$ cat src/rtl/fir_pkg.sv
// Shared FIR widths and the reference requantiser round_sat(), which returns {sat, sample}
// for the default FIR widths in a single combinational call.
package fir_pkg;

  localparam int FIR_IN_W    = 36;
  localparam int FIR_OUT_W   = 16;
  localparam int FIR_Q_SHIFT = 15;

  function automatic logic [FIR_OUT_W:0] round_sat(input logic [FIR_IN_W-1:0] x, input int shift);
    logic signed [FIR_IN_W:0] r;
    logic                     fits;
    logic [FIR_OUT_W-1:0]     sample;
    r      = $signed({x[FIR_IN_W-1], x}) + $signed((FIR_IN_W + 1)'(1) << (shift - 1));
    r      = r >>> shift;
    fits   = (&r[FIR_IN_W:FIR_OUT_W-1]) | ~(|r[FIR_IN_W:FIR_OUT_W-1]);
    sample = fits ? r[FIR_OUT_W-1:0] : {r[FIR_IN_W], {(FIR_OUT_W - 1){~r[FIR_IN_W]}}};
    return {~fits, sample};
  endfunction

endpackage

$ cat src/rtl/fir_sample_fifo.sv
// Synchronous show-ahead FIFO. The head is a register, so dout holds its last value
// while empty and is zero after reset; a write into an empty FIFO appears one cycle later.
module fir_sample_fifo #(
  parameter int W     = 17,
  parameter int DEPTH = 4
) (
  input  logic                     clk,
  input  logic                     rst,
  input  logic                     push,
  input  logic                     pop,
  input  logic [W-1:0]             din,
  output logic [W-1:0]             dout,
  output logic                     full,
  output logic                     empty,
  output logic [$clog2(DEPTH):0]   count
);

  localparam int AW = $clog2(DEPTH);
  localparam int CW = AW + 1;

  logic [W-1:0]  mem [DEPTH];
  logic [AW-1:0] wr_ptr, rd_ptr, rd_next;
  logic [CW-1:0] cnt_next;
  logic          do_push, do_pop;

  assign full     = (count == CW'(DEPTH));
  assign empty    = (count == '0);
  assign do_pop   = pop & ~empty;
  assign do_push  = push & (~full | do_pop);
  assign rd_next  = rd_ptr + AW'(do_pop);
  assign cnt_next = count + CW'(do_push) - CW'(do_pop);

  // NOTE: storage carries no reset; count and the head register decide what is visible.
  always_ff @(posedge clk) begin
    if (do_push) mem[wr_ptr] <= din;
  end

  always_ff @(posedge clk or posedge rst) begin
    if (rst) begin
      wr_ptr <= '0;
      rd_ptr <= '0;
      count  <= '0;
      dout   <= '0;
    end else begin
      wr_ptr <= wr_ptr + AW'(do_push);
      rd_ptr <= rd_next;
      count  <= cnt_next;
      // The next head is the incoming word when nothing older survives this cycle.
      if (do_push && count == CW'(do_pop))
        dout <= din;
      else if (do_pop && cnt_next != '0)
        dout <= mem[rd_next];
    end
  end

endmodule

$ cat src/rtl/fir_out_requant.sv
// FIR output stage: round (S1), saturate (S2), then a show-ahead FIFO with advisory in_ready.
// Define FIR_REQUANT_STATS_EN to add the sat_count/drop_count statistics ports.
module fir_out_requant
  import fir_pkg::*;
#(
  parameter int IN_W       = FIR_IN_W,
  parameter int OUT_W      = FIR_OUT_W,
  parameter int SHIFT      = FIR_Q_SHIFT,
  parameter int FIFO_DEPTH = 4
) (
  input  logic             clk,
  input  logic             rst,
  input  logic             in_valid,
  input  logic [IN_W-1:0]  in_sample,
  output logic             in_ready,
  output logic             out_valid,
  input  logic             out_ready,
  output logic [OUT_W-1:0] out_sample,
  output logic             out_sat,
  output logic             overflow,
  input  logic             clear_ovf
`ifdef FIR_REQUANT_STATS_EN
  ,
  output logic [15:0]      sat_count,
  output logic [15:0]      drop_count
`endif
);

  localparam int            CW  = $clog2(FIFO_DEPTH) + 1;
  localparam logic [IN_W:0] RND = (IN_W + 1)'(1) << (SHIFT - 1);

  logic                    s1_valid, s2_valid, s2_sat;
  logic signed [IN_W:0]    s1_sum, s1_r;
  logic [OUT_W-1:0]        s2_sample, s2_sample_d;
  logic                    s2_fits;
  logic [OUT_W:0]          head;
  logic                    fifo_full, fifo_empty, drop;
  logic [CW-1:0]           fifo_count;
  logic [CW:0]             occupancy;

  // Sign-extend by one bit so the rounding add cannot wrap.
  assign s1_sum = {in_sample[IN_W-1], in_sample} + RND;

  // r fits OUT_W bits iff every bit from the OUT_W-1 position upward equals the sign.
  assign s2_fits     = (&s1_r[IN_W:OUT_W-1]) | ~(|s1_r[IN_W:OUT_W-1]);
  assign s2_sample_d = s2_fits ? s1_r[OUT_W-1:0] : {s1_r[IN_W], {(OUT_W - 1){~s1_r[IN_W]}}};

  always_ff @(posedge clk or posedge rst) begin
    if (rst) begin
      s1_valid <= 1'b0;
      s2_valid <= 1'b0;
    end else begin
      s1_valid <= in_valid;
      s2_valid <= s1_valid;
    end
  end

  always_ff @(posedge clk) begin
    s1_r      <= s1_sum >>> SHIFT;
    s2_sample <= s2_sample_d;
    s2_sat    <= ~s2_fits;
  end

  fir_sample_fifo #(
    .W     (OUT_W + 1),
    .DEPTH (FIFO_DEPTH)
  ) u_fifo (
    .clk   (clk),
    .rst   (rst),
    .push  (s2_valid),
    .pop   (out_ready),
    .din   ({s2_sat, s2_sample}),
    .dout  (head),
    .full  (fifo_full),
    .empty (fifo_empty),
    .count (fifo_count)
  );

  assign {out_sat, out_sample} = head;
  assign out_valid = ~fifo_empty;

  // A full FIFO still accepts the write when the consumer pops in the same cycle.
  assign drop = s2_valid & fifo_full & ~out_ready;

  // Samples already in flight count against free space so an obedient producer never drops.
  assign occupancy = (CW + 1)'(fifo_count) + (CW + 1)'(s1_valid) + (CW + 1)'(s2_valid);
  assign in_ready  = (occupancy < (CW + 1)'(FIFO_DEPTH));

  always_ff @(posedge clk or posedge rst) begin
    if (rst)            overflow <= 1'b0;
    else if (drop)      overflow <= 1'b1;
    else if (clear_ovf) overflow <= 1'b0;
  end

`ifdef FIR_REQUANT_STATS_EN
  logic sat_write;
  assign sat_write = s2_valid & s2_sat & ~drop;

  always_ff @(posedge clk or posedge rst) begin
    if (rst) begin
      sat_count  <= '0;
      drop_count <= '0;
    end else if (clear_ovf) begin
      sat_count  <= '0;
      drop_count <= '0;
    end else begin
      if (sat_write && sat_count != 16'hFFFF) sat_count  <= sat_count + 16'd1;
      if (drop && drop_count != 16'hFFFF)     drop_count <= drop_count + 16'd1;
    end
  end
`endif

endmodule
$ cat config.mk
export PLATFORM = sky130hd
export DESIGN_NAME = fir_out_requant
export DESIGN_NICKNAME = d
export VERILOG_FILES = /design/src/rtl/fir_pkg.sv /design/src/rtl/fir_sample_fifo.sv /design/src/rtl/fir_out_requant.sv
export SDC_FILE = /design/constraint.sdc
export NUM_CORES = 1
export LEC_CHECK = 0
export ABC_AREA = 1
export ABC_CLOCK_PERIOD_IN_PS = 2410
export BUFFER_PORTS_ARGS = -buffer_cell sky130_fd_sc_hd__buf_4
export CAP_MARGIN = 20
export CELL_PAD_IN_SITES_DETAIL_PLACEMENT = 0
export CELL_PAD_IN_SITES_GLOBAL_PLACEMENT = 1
export CORE_AREA = 10 10 130 132
export DETAILED_ROUTE_END_ITERATION = 8
export DIE_AREA = 0 0 140 142
export PLACE_DENSITY_LB_ADDON = 0.1
export SLEW_MARGIN = 20
export SYNTH_ARGS = -nofsm -noshare
export SYNTH_HDL_FRONTEND = slang
export SYNTH_SLANG_ARGS = --single-unit
$ cat constraint.sdc
create_clock -name clk -period 2.41 [get_ports clk]
set_input_delay 0.241 -clock clk [delete_from_list [all_inputs] [get_ports clk]]
set_output_delay 0.241 -clock clk [all_outputs]
set_load 0.005 [all_outputs]
Word-level counts from Yosys, hierarchy flattened

Memory sizes are Yosys's and may differ from the RTL's.
Cells that the tools add are included.

Register bits: 66
RAM bits: 68
Output and inout bits: 20
Word-level logic and storage cells: 48
Memories kept: 1
Bits of input ports: 41

Order comparisons: 1
Add/subtract/negate cells: 7
Mux-type cells: 7
Bitwise operators: 12
Reductions and logical operators: 8
Equal/unequal tests: 2

Memory list:

| name       | words | bits a word | read ports | clocked after memory_dff | write ports | line                  | text |
|---|---|---|---|---|---|---|---|
| u_fifo.mem | 4     | 17          | 1          | 0                        | 1           | fir_sample_fifo.sv:21 | `logic [W-1:0] mem [DEPTH];` |

Operators with widths:

| kind                     | number |
|---|---|
| $add A36 B16 Y37 const B | 1 |
| $mux W17                 | 2 |
| $reduce_and A22 Y1       | 1 |
| $reduce_or A22 Y1        | 1 |
| $mux W16                 | 1 |
| $not A1 Y1               | 6 |
| $add A2 B1 Y2            | 2 |
| $add A3 B1 Y4            | 1 |
| $add A4 B1 Y4            | 1 |
| $and A1 B1 Y1            | 4 |
| $lt A4 B3 Y1 const B     | 1 |
| $mux W1                  | 4 |
| $reduce_bool A2 Y1       | 2 |
| $add A3 B1 Y3            | 1 |
| $eq A3 B1 Y1             | 1 |
| $eq A3 B3 Y1 const B     | 1 |
| $logic_not A3 Y1         | 1 |
| $reduce_bool A3 Y1       | 1 |
| $sub A3 B1 Y3            | 1 |
| $logic_and A1 B1 Y1      | 2 |
| $or A1 B1 Y1             | 2 |

Longest topological paths before layout

Gate-level depths: netlist of the first run.

Depth after elaboration: 11
Depth in mapped cells: 15

Modules after synthesis

From an unflattened synthesis of the first run, not the netlist that was laid out.

Cells, all modules: 617
Area, all modules: 5820.6 µm²

By module, submodules not included:

| module          | area each (µm²) | times used | seq. area each (µm²) | cells each |
|---|---|---|---|---|
| fir_sample_fifo | 4103.9          | 1          | 2642.5               | 415 |
| fir_out_requant | 1716.6          | 1          | 855.8                | 202 |

Worst setup path before layout of the first run

OpenSTA, ideal clock, no wires.

Path kind: register -> register
Start: register u_fifo.count[1]
End: register u_fifo.dout[10]
Path buffers: 1
Clock period less this slack: 2.444 ns
Arrival: 2.327 ns
Library setup time: 0.117 ns
Path slack: -0.034 ns
Cell stages (with the launch flop): 14
Path through: dfrtp_1 -> nor2_2 -> a21oi_4 -> ha_1 -> inv_1 -> ha_1 -> fa_1 -> nor2_1 -> nand3_1 -> nand2_4 -> nand2_8 -> buf_12 -> nand3_1 -> nand2_1

Longest elaborated chain between the ends: 10

Ends and longest elaborated chain:

| item                                  | line                  | text |
|---|---|---|
| start: declaration                    | fir_sample_fifo.sv:15 | `output logic [$clog2(DEPTH):0] count` |
| start signal: assignment              | fir_sample_fifo.sv:47 | `count <= cnt_next;` |
| $logic_not A3 Y1                      | fir_sample_fifo.sv:27 | `assign empty = (count == '0);` |
| $not A1 Y1                            | fir_sample_fifo.sv:28 | `assign do_pop = pop & ~empty;` |
| $and A1 B1 Y1                         | fir_sample_fifo.sv:28 |  |
| $or A1 B1 Y1                          | fir_sample_fifo.sv:29 | `assign do_push = push & (~full \| do_pop);` |
| $and A1 B1 Y1                         | fir_sample_fifo.sv:29 |  |
| $add A3 B1 Y3                         | fir_sample_fifo.sv:31 | `assign cnt_next = count + CW'(do_push) - CW'(do_pop);` |
| $sub A3 B1 Y3 *                       | fir_sample_fifo.sv:31 |  |
| named net u_fifo.cnt_next[1]          | fir_sample_fifo.sv:23 | `logic [CW-1:0] cnt_next;` |
| $reduce_bool A3 Y1 *                  | fir_sample_fifo.sv:51 | `else if (do_pop && cnt_next != '0)` |
| $logic_and A1 B1 Y1 *                 | fir_sample_fifo.sv:51 |  |
| $reduce_bool A2 Y1 (no source line) * | n/a                   |  |
| end signal: assignment                | fir_sample_fifo.sv:50 | `dout <= din;` |
| end signal: assignment                | fir_sample_fifo.sv:52 | `dout <= mem[rd_next];` |
| end: declaration                      | fir_sample_fifo.sv:12 | `output logic [W-1:0] dout,` |

Mark *: on every way through the listed nets, which the timed path passes. The rest lies on a longest branch. The select of a mux whose other input is x is not followed.
A chain may end at the register's enable or synchronous reset.

Worst setup path after layout of the first run

Start: register u_fifo.count[1]
End: register u_fifo.dout[11]

The elaborated chain is that of the path after synthesis.

==> flow_summary_export.csv, run 1 <==
group,metric,value,unit
run_status,status,"complete, but fails checks",
run_status,violations,"negative setup slack",
worst_setup_path,startpoint,"u_fifo.count[1]",
power_and_ir_drop,p_int,6.05,mW
global_route,first_global_vias,3916,
clock_tree,max-clock-path-buffers,2,
finish,drive_above_1_share,0.240,
worst_setup_path,crit_buf_inv,1,
synth,synth_area_per_cell,9.49,sq um
die,initial_utilization,0.399,
clock_tree,cts_buffers,17,
die,die_h,142,um
power_and_ir_drop,p_sw,3.34,mW
synth,syn_nets,651,
timing,hold_viol_final,0,
place,hpwlAfterDp,8.56,mm
finish,area_delta_synth_final,27.6,%
route,wl_met3,550,um
worst_setup_path,crit_type,"register to register",
route,top_layer,"met4",
clock_tree,tritoncts,"built",
place,io_buffers,46,
global_route,grt_pass1_wl,20.4,mm
die,core_area,14300,sq um
finish,fillers,1349,
power_and_ir_drop,swShare,0.355,
route,drc_errors,0,
die,rows,44,
power_and_ir_drop,p_per_area,1290,nW/um^2
power_and_ir_drop,power.share.sequential,0.333,
clock_tree,ctsRootBufferMaster,"clkbuf_16",
worst_setup_path,r2r_end,"u_fifo.dout[11]",
worst_setup_path,end_kind,"register",
route,wl_met2,6.28,mm
timing,setup_viol,2,
global_route,gr-total-overflow,0,
timing,fmax,0.413,GHz
place,place.gp.congestion,0.818,
power_and_ir_drop,power.share.combinational,0.386,
finish,antenna_cells,0,
die,io_pins,61,
power_and_ir_drop,power_frac_clock,0.281,
worst_setup_path,endpoint,"u_fifo.dout[11]",
synth,synth_seq_cells,134,
worst_setup_path,path_max_fanout,8,
synth,ys_seq_area_frac,0.612,
worst_setup_path,cp_num_cells,12,
synth,synthCells,602,
route,wl_met1,5.82,mm
synth,synth-edff-count,68,
synth,ys.flop_type,"edfxtp_1",
worst_setup_path,critical_path_arrival,2.73,ns
synth,synth.distinct_cells,32,
worst_setup_path,slowest_stage,"fa_1",
route,post_drt_wl_per_cell,14.7,um
timing,slew_viol_final,0,
worst_setup_path,critical-path-top-delay-family,"adder cells",
place,pre_cts_slack,-0.0216,ns
synth,yosys_warnings,0,
power_and_ir_drop,ir_drop,0.000762,V
clock_tree,numClockSinks,134,
worst_setup_path,reg2reg_from,"u_fifo.count[1]",
die,dieArea,19900,sq um
timing,timing.slew.headroom,0.702,
finish,postLayoutCoreUtil,0.510,
worst_hold_path,hold_class,"input port to register",
worst_setup_path,ff2ff_setup_slack,-0.01,ns
clock_tree,worstSkewPairLatency,0.42,ns
global_route,grt.total_usage,0.130,
timing,rsz0062_at_grt,"true",
clock_tree,htreeDepth,4,
worst_setup_path,path_cells,"nor2_4, a21oi_4, ha_4, inv_2, ha_4, fa_1, nor2_2, nand3_2, nand2_8, nand2_8, nand3_4, nand2_1",
die,fp.dieW,140,um
worst_setup_path,r2r_cells,12,
finish,layout.nets,728,
timing,period_needed,2.42,ns
worst_setup_path,startpoint_type,"register",
route,ant_nets,0,
timing,clock_skew,0.00829,ns
power_and_ir_drop,total_leakage_power,3.19,nW
route,num_vias,4044,
timing,post-route-period-util,1.00,
timing,worst_slack,-0.0111,ns
clock_tree,clk_pin_slew,0.05,ns
global_route,grt_max_degree,24,
route,drt_iter0_markers,171,
global_route,antenna_found_initial,0,
route,finalWirelength,12.9,mm
worst_setup_path,cp.required,2.72,ns
run,drv_cap,0,
synth,synth_area,5720,sq um
timing,worstMarginPinSlew,0.446,ns
route,firstDrtPassIters,6,
route,vias_per_cell,4.62,
worst_setup_path,cpPeakStageDelay,0.49,ns
synth,async_flop_share,0.201,
==> synthesized netlist by cell type, drive strengths merged, types with 3 or more instances <==
master	count	area [sq um]
xor2	9	78.8
dfxtp	39	781
nor3	5	25.0
nand3	58	310
o21ai	3	26.3
inv	39	149
nand3b	4	30.0
nand2	273	1080
dfrtp	27	676
xnor2	7	61.3
edfxtp	68	2040
buf	17	131
ha	7	87.6
nor2	38	148
a21oi	4	31.3
==> worst min path at each step <==
stage          startpoint         endpoint  slack [ns]  depth (start not counted)
6_report        clear_ovf         overflow        0.02                          2
5_1_grt         clear_ovf         overflow        0.02                          2
3_3_place_gp          rst   u_fifo.dout[6]        0.24                          2
4_1_cts         clear_ovf         overflow       0.001                          2
2_1_floorplan    in_valid         s1_valid        0.27                          0
3_5_place_dp          rst  u_fifo.dout[15]        0.25                          2
==> kinds of logic after synthesis <==
group | count (synthesis) | share of synthesized area
AND/OR/NAND/NOR | 379 | 0.283
adder cells (fa/ha/maj) | 8 | 0.0188
AO/OA/AOI/OAI | 7 | 0.0101
buffers and inverters | 57 | 0.0497
XOR/XNOR | 16 | 0.0245
multiplexers | 1 | 0.00175
flip-flops | 134 | 0.612
==> state kept, by name, summed over array words and instances, names as in the netlist <==
name           count
overflow           1
s1_r              22
s1_valid           1
s2_sample         16
s2_sat             1
s2_valid           1
u_fifo.count       3
u_fifo.dout       17
u_fifo.mem        68
u_fifo.rd_ptr      2
u_fifo.wr_ptr      2
==> repair_timing <==
item / CTS / global route
resized for setup: 3 / 43
endpoints found under the hold margin: 11 / 0
cloned: 0 / 3
buffers inserted: 0 / 5
setup endpoints to repair: 17 / 17
pin swaps: 0 / 16
hold buffers: 2 / 0
==> stage by stage <==
stage / total power, mW / instance area [sq um] / setup TNS, ns / cells / hold slack (ns)
floorplan: 5.15 / 5730 / 0 / 602 / 0.272
global placement: 6.15 / 6350 / 0 / 834 / 0.241
detailed placement: 6.21 / 6350 / -0.138 / 834 / 0.255
CTS: 8.91 / 7000 / 0 / 868 / 0.00100
global route: 10.1 / 7300 / -1.62 / 876 / 0.0173
finish: 9.39 / 7300 / -0.0114 / 876 / 0.0161
==> cell type report <==
class                           instances  area (sq um)  share of cell area
Sequential cell                       134          3500               0.480
Multi-Input combinational cell        413          2200               0.301
Timing Repair Buffer                   74           603              0.0827
Clock buffer                           19           433              0.0593
Tap cell                              184           230              0.0316
Clock inverter                         13           181              0.0249
Inverter                               39           149              0.0204
==> worst reg2reg max path, stage by stage (launching register included) <==
cell and delay (ns):
dfrtp_2 0.42, nor2_4 0.14, a21oi_4 0.08, ha_4 0.26, inv_2 0.04, ha_4 0.14, fa_1 0.49, nor2_2 0.12
nand3_2 0.12, nand2_8 0.18, nand2_8 0.14, nand3_4 0.12, nand2_1 0.05
==> power groups by stage <==
stage / Combinational, mW / Clock (mW) / Sequential, mW
2_1_floorplan: 2.02 / 0 / 3.13
3_3_place_gp: 3.01 / 0 / 3.14
3_5_place_dp: 3.06 / 0 / 3.15
4_1_cts: 3.09 / 2.70 / 3.12
5_1_grt: 4.07 / 2.81 / 3.18
6_report: 3.62 / 2.64 / 3.13
==> per-layer routing <==
metal,GRT usage,vias to the layer above
met4,0.0652,0
met1,0.155,1861
li1,-,2089
met3,0.0391,15
met2,0.211,79
met5,0,-
==> placed cells by master (no fill, tap or decap), types with 3 or more instances in the layout <==
cell type / count
nand2_1: 256
buf_4: 69
edfxtp_1: 68
dfxtp_1: 39
nor2_1: 35
nand3_1: 34
inv_1: 31
dfrtp_1: 25
nand3_2: 18
clkbuf_16: 18
nand2_2: 14
xor2_1: 9
inv_2: 7
xnor2_1: 7
nand3_4: 6
clkinvlp_4: 6
ha_1: 5
nand2_8: 4
nand3b_1: 4
nor3_2: 4
bufinv_16: 4
a21oi_1: 3
(Power assumes the default switching activity.)
==> run 2: changes to the inputs <==
- ABC_AREA: 1 -> default
- CORE_AREA: 10 10 130 132 -> 10 10 119 121
- DIE_AREA: 0 0 140 142 -> 0 0 129 131
==> run 2 against run 1 <==
Effect of this change: the run still ends with negative setup slack left; critical path depth is 3 lower; via count is 31% lower; die area down 15%; first-iteration DRC count increased by 20%; combinational power down 21%; global-route usage shrank 0.80 points; count of clock-buffer cells in the layout rose by 1; sequential share of layout area up 5.2 points; utilization up 4.7 points; largest power group is now registers.
==> flow_summary_export.csv, run 2 <==
group,metric,value,unit
timing,worstMarginPinSlew,0.942,ns
worst_setup_path,end_kind,"register",
route,drt_iter0_markers,206,
route,num_vias,2791,
worst_setup_path,path_max_fanout,9,
worst_setup_path,cp.required,2.70,ns
synth,ys_seq_area_frac,0.686,
die,rows,40,
route,ant_nets,0,
timing,post-route-period-util,1.10,
worst_setup_path,critical-path-top-delay-family,"adder cells",
clock_tree,tritoncts,"built",
synth,ys.flop_type,"edfxtp_1",
finish,largest_reg_flops,68,
run,drv_cap,0,
die,fp.dieW,129,um
synth,synth.distinct_cells,42,
clock_tree,htreeDepth,4,
synth,synth_area_per_cell,16.1,sq um
worst_setup_path,startpoint_type,"register",
worst_setup_path,crit_type,"register to register",
finish,drive_above_1_share,0.354,
timing,fmax,0.376,GHz
synth,synthTopCellsByArea,"edfxtp_1, dfxtp_1, dfrtp_1",
die,dieArea,16900,sq um
clock_tree,max-clock-path-buffers,2,
worst_setup_path,crit_top_cell,"ha_4",
global_route,grt_pass1_wl,15.5,mm
worst_setup_path,slowest_stage,"fa_2",
route,drc_errors,0,
timing,holdWs,0.0153,ns
timing,fin_tns_setup,-3.99,ns
route,firstDrtPassIters,4,
synth,synthCells,316,
synth,synth_area,5100,sq um
run_status,status,"complete, but fails checks",
synth,yosysMostFrequentCell,"edfxtp_1",
synth,async_flop_share,0.201,
clock_tree,cts_buffers,17,
global_route,grt_max_degree,28,
global_route,grt.total_usage,0.122,
clock_tree,clk_pin_slew,0.06,ns
global_route,first_global_vias,2984,
synth,syn_nets,365,
clock_tree,ctsRootBufferMaster,"clkbuf_16",
die,io_pins,61,
timing,clock_skew,0.00749,ns
global_route,antenna_found_initial,0,
synth,yosys_warnings,0,
worst_setup_path,path_cells,"o31a_4, ha_4, inv_2, ha_4, fa_2, o31ai_4, nor2b_4, buf_12, a221o_1",
synth,synth-edff-count,68,
global_route,grtUsageMet3,0.0367,
finish,top_regs,"u_fifo.mem x68, s1_r x22, u_fifo.dout x17",
finish,top_register,"u_fifo.mem",
finish,layout_commonest_cell,"buf_4",
power_and_ir_drop,total_leakage_power,2.62,nW
die,initial_utilization,0.432,
route,post_drt_wl_per_cell,17.1,um
power_and_ir_drop,fin_total_pwr,8.62,mW
global_route,grt_use_met2,0.204,
clock_tree,numClockSinks,134,
place,hpwlAfterDp,6.17,mm
finish,area_delta_synth_final,28.9,%
timing,rsz0062_at_grt,"true",
global_route,gr-total-overflow,0,
synth,synth_commonest_cells,"edfxtp_1, dfxtp_1, dfrtp_1",
finish,mostFrequentLayoutCells,"buf_4, edfxtp_1, dfxtp_1, dfrtp_1, clkbuf_16",
timing,timing.slew.headroom,0.372,
timing,setup_viol,17,
worst_setup_path,crit_buf_inv,2,
finish,layout.nets,451,
timing,worst_slack,-0.252,ns
power_and_ir_drop,ir_drop,0.000518,V
clock_tree,worstSkewPairLatency,0.41,ns
finish,antenna_cells,0,
place,place.gp.congestion,0.764,
route,finalWirelength,9.59,mm
synth,synth_top_area_cell,"edfxtp_1",
worst_hold_path,hold_class,"input port to register",
global_route,met1_usage,0.144,
timing,period_needed,2.66,ns
place,io_buffers,46,
worst_setup_path,critical_path_arrival,2.95,ns
timing,hold_viol_final,0,
die,core_area,11800,sq um
synth,synth_top_cell_area_share,0.400,
route,vias_per_cell,4.97,
worst_setup_path,cpPeakStageDelay,0.56,ns
synth,synth_seq_cells,134,
global_route,busiest_layer,"met2",
run_status,violations,"negative setup slack",
power_and_ir_drop,p_per_area,1310,nW/um^2
die,die_h,131,um
timing,slew_viol_final,0,
-- run 2: cell types whose count changed after synthesis, sizes merged, moves of 4 or more --
cell,delta
and2,+17
inv,-28
a221o,+17
mux4,+17
a21o,+15
nand3,-51
buf,-10
nand2,-262
xnor2,+4
nand3b,-4
nor2,-28
nand4,+5
-- run 2: path summary, 6_finish.rpt --
check,start,end,slack (ns),cells after the start
worst max-delay path,u_fifo.count[1],u_fifo.dout[0],-0.25,9
worst min-delay path,clear_ovf,overflow,0.02,2
worst max register to register,u_fifo.count[1],u_fifo.dout[0],-0.25,9
worst min register to register,s1_valid,s2_valid,0.38,0
max in group asynchronous,rst,u_fifo.count[1],1.64,4
min in group asynchronous,rst,u_fifo.dout[12],0.47,4
-- run 2: stage by stage --
stage	setup WS [ns]	utilization	instance area [sq um]	cells
3_3_place_gp	-0.265	0.492	5810	520
3_5_place_dp	-0.319	0.492	5810	520
5_1_grt	-0.338	0.557	6580	562
2_1_floorplan	-0.324	-	5150	316
4_1_cts	-0.249	0.554	6550	560
6_report	-0.252	0.557	6580	562
-- run 2: what timing repair did --
item,4_1_cts,5_1_grt
setup endpoints to repair,17,34
hold buffers,2,0
pin swaps,2,1
cloned,1,0
resized for setup,7,2
hold endpoints to repair,28,0
setup buffers,5,1
-- run 2: cell type report --
| class | instances | area (sq um) |
|---|---|---|
| Multi-Input combinational cell | 160 | 1580 |
| Clock inverter | 12 | 150 |
| Clock buffer | 20 | 468 |
| Tap cell | 147 | 184 |
| Sequential cell | 134 | 3500 |
| Fill cell | 957 | 5230 |
| Timing Repair Buffer | 78 | 656 |
| Inverter | 11 | 41.3 |
-- run 2: cell families (layout without fill, tap and decap cells) --
| logic type | after synthesis | count (layout) | synth area share |
|---|---|---|---|
| buffers and inverters | 22 | 121 | 0.0216 |
| and+or+nand+nor | 73 | 73 | 0.0903 |
| xor gates and xnor gates | 23 | 23 | 0.0410 |
| muxes | 17 | 17 | 0.0751 |
| AOI/OAI and AO/OA | 39 | 39 | 0.0652 |
| DFF | 134 | 134 | 0.686 |
| adders and majority gates | 8 | 8 | 0.0211 |
-- run 2: layer usage --
metal  up-vias  share of wire
li1       1364              -
met1      1345           0.45
met2        69           0.49
met3        13          0.042
met4         0          0.016
met5         -              0
-- run 2: power breakdown --
part / total, mW / internal, mW / switching [mW]
sequential: 3.14 / 2.92 / 0.228
combinational: 2.85 / 1.64 / 1.21
clock: 2.63 / 1.71 / 0.917
total: 8.62 / 6.27 / 2.36
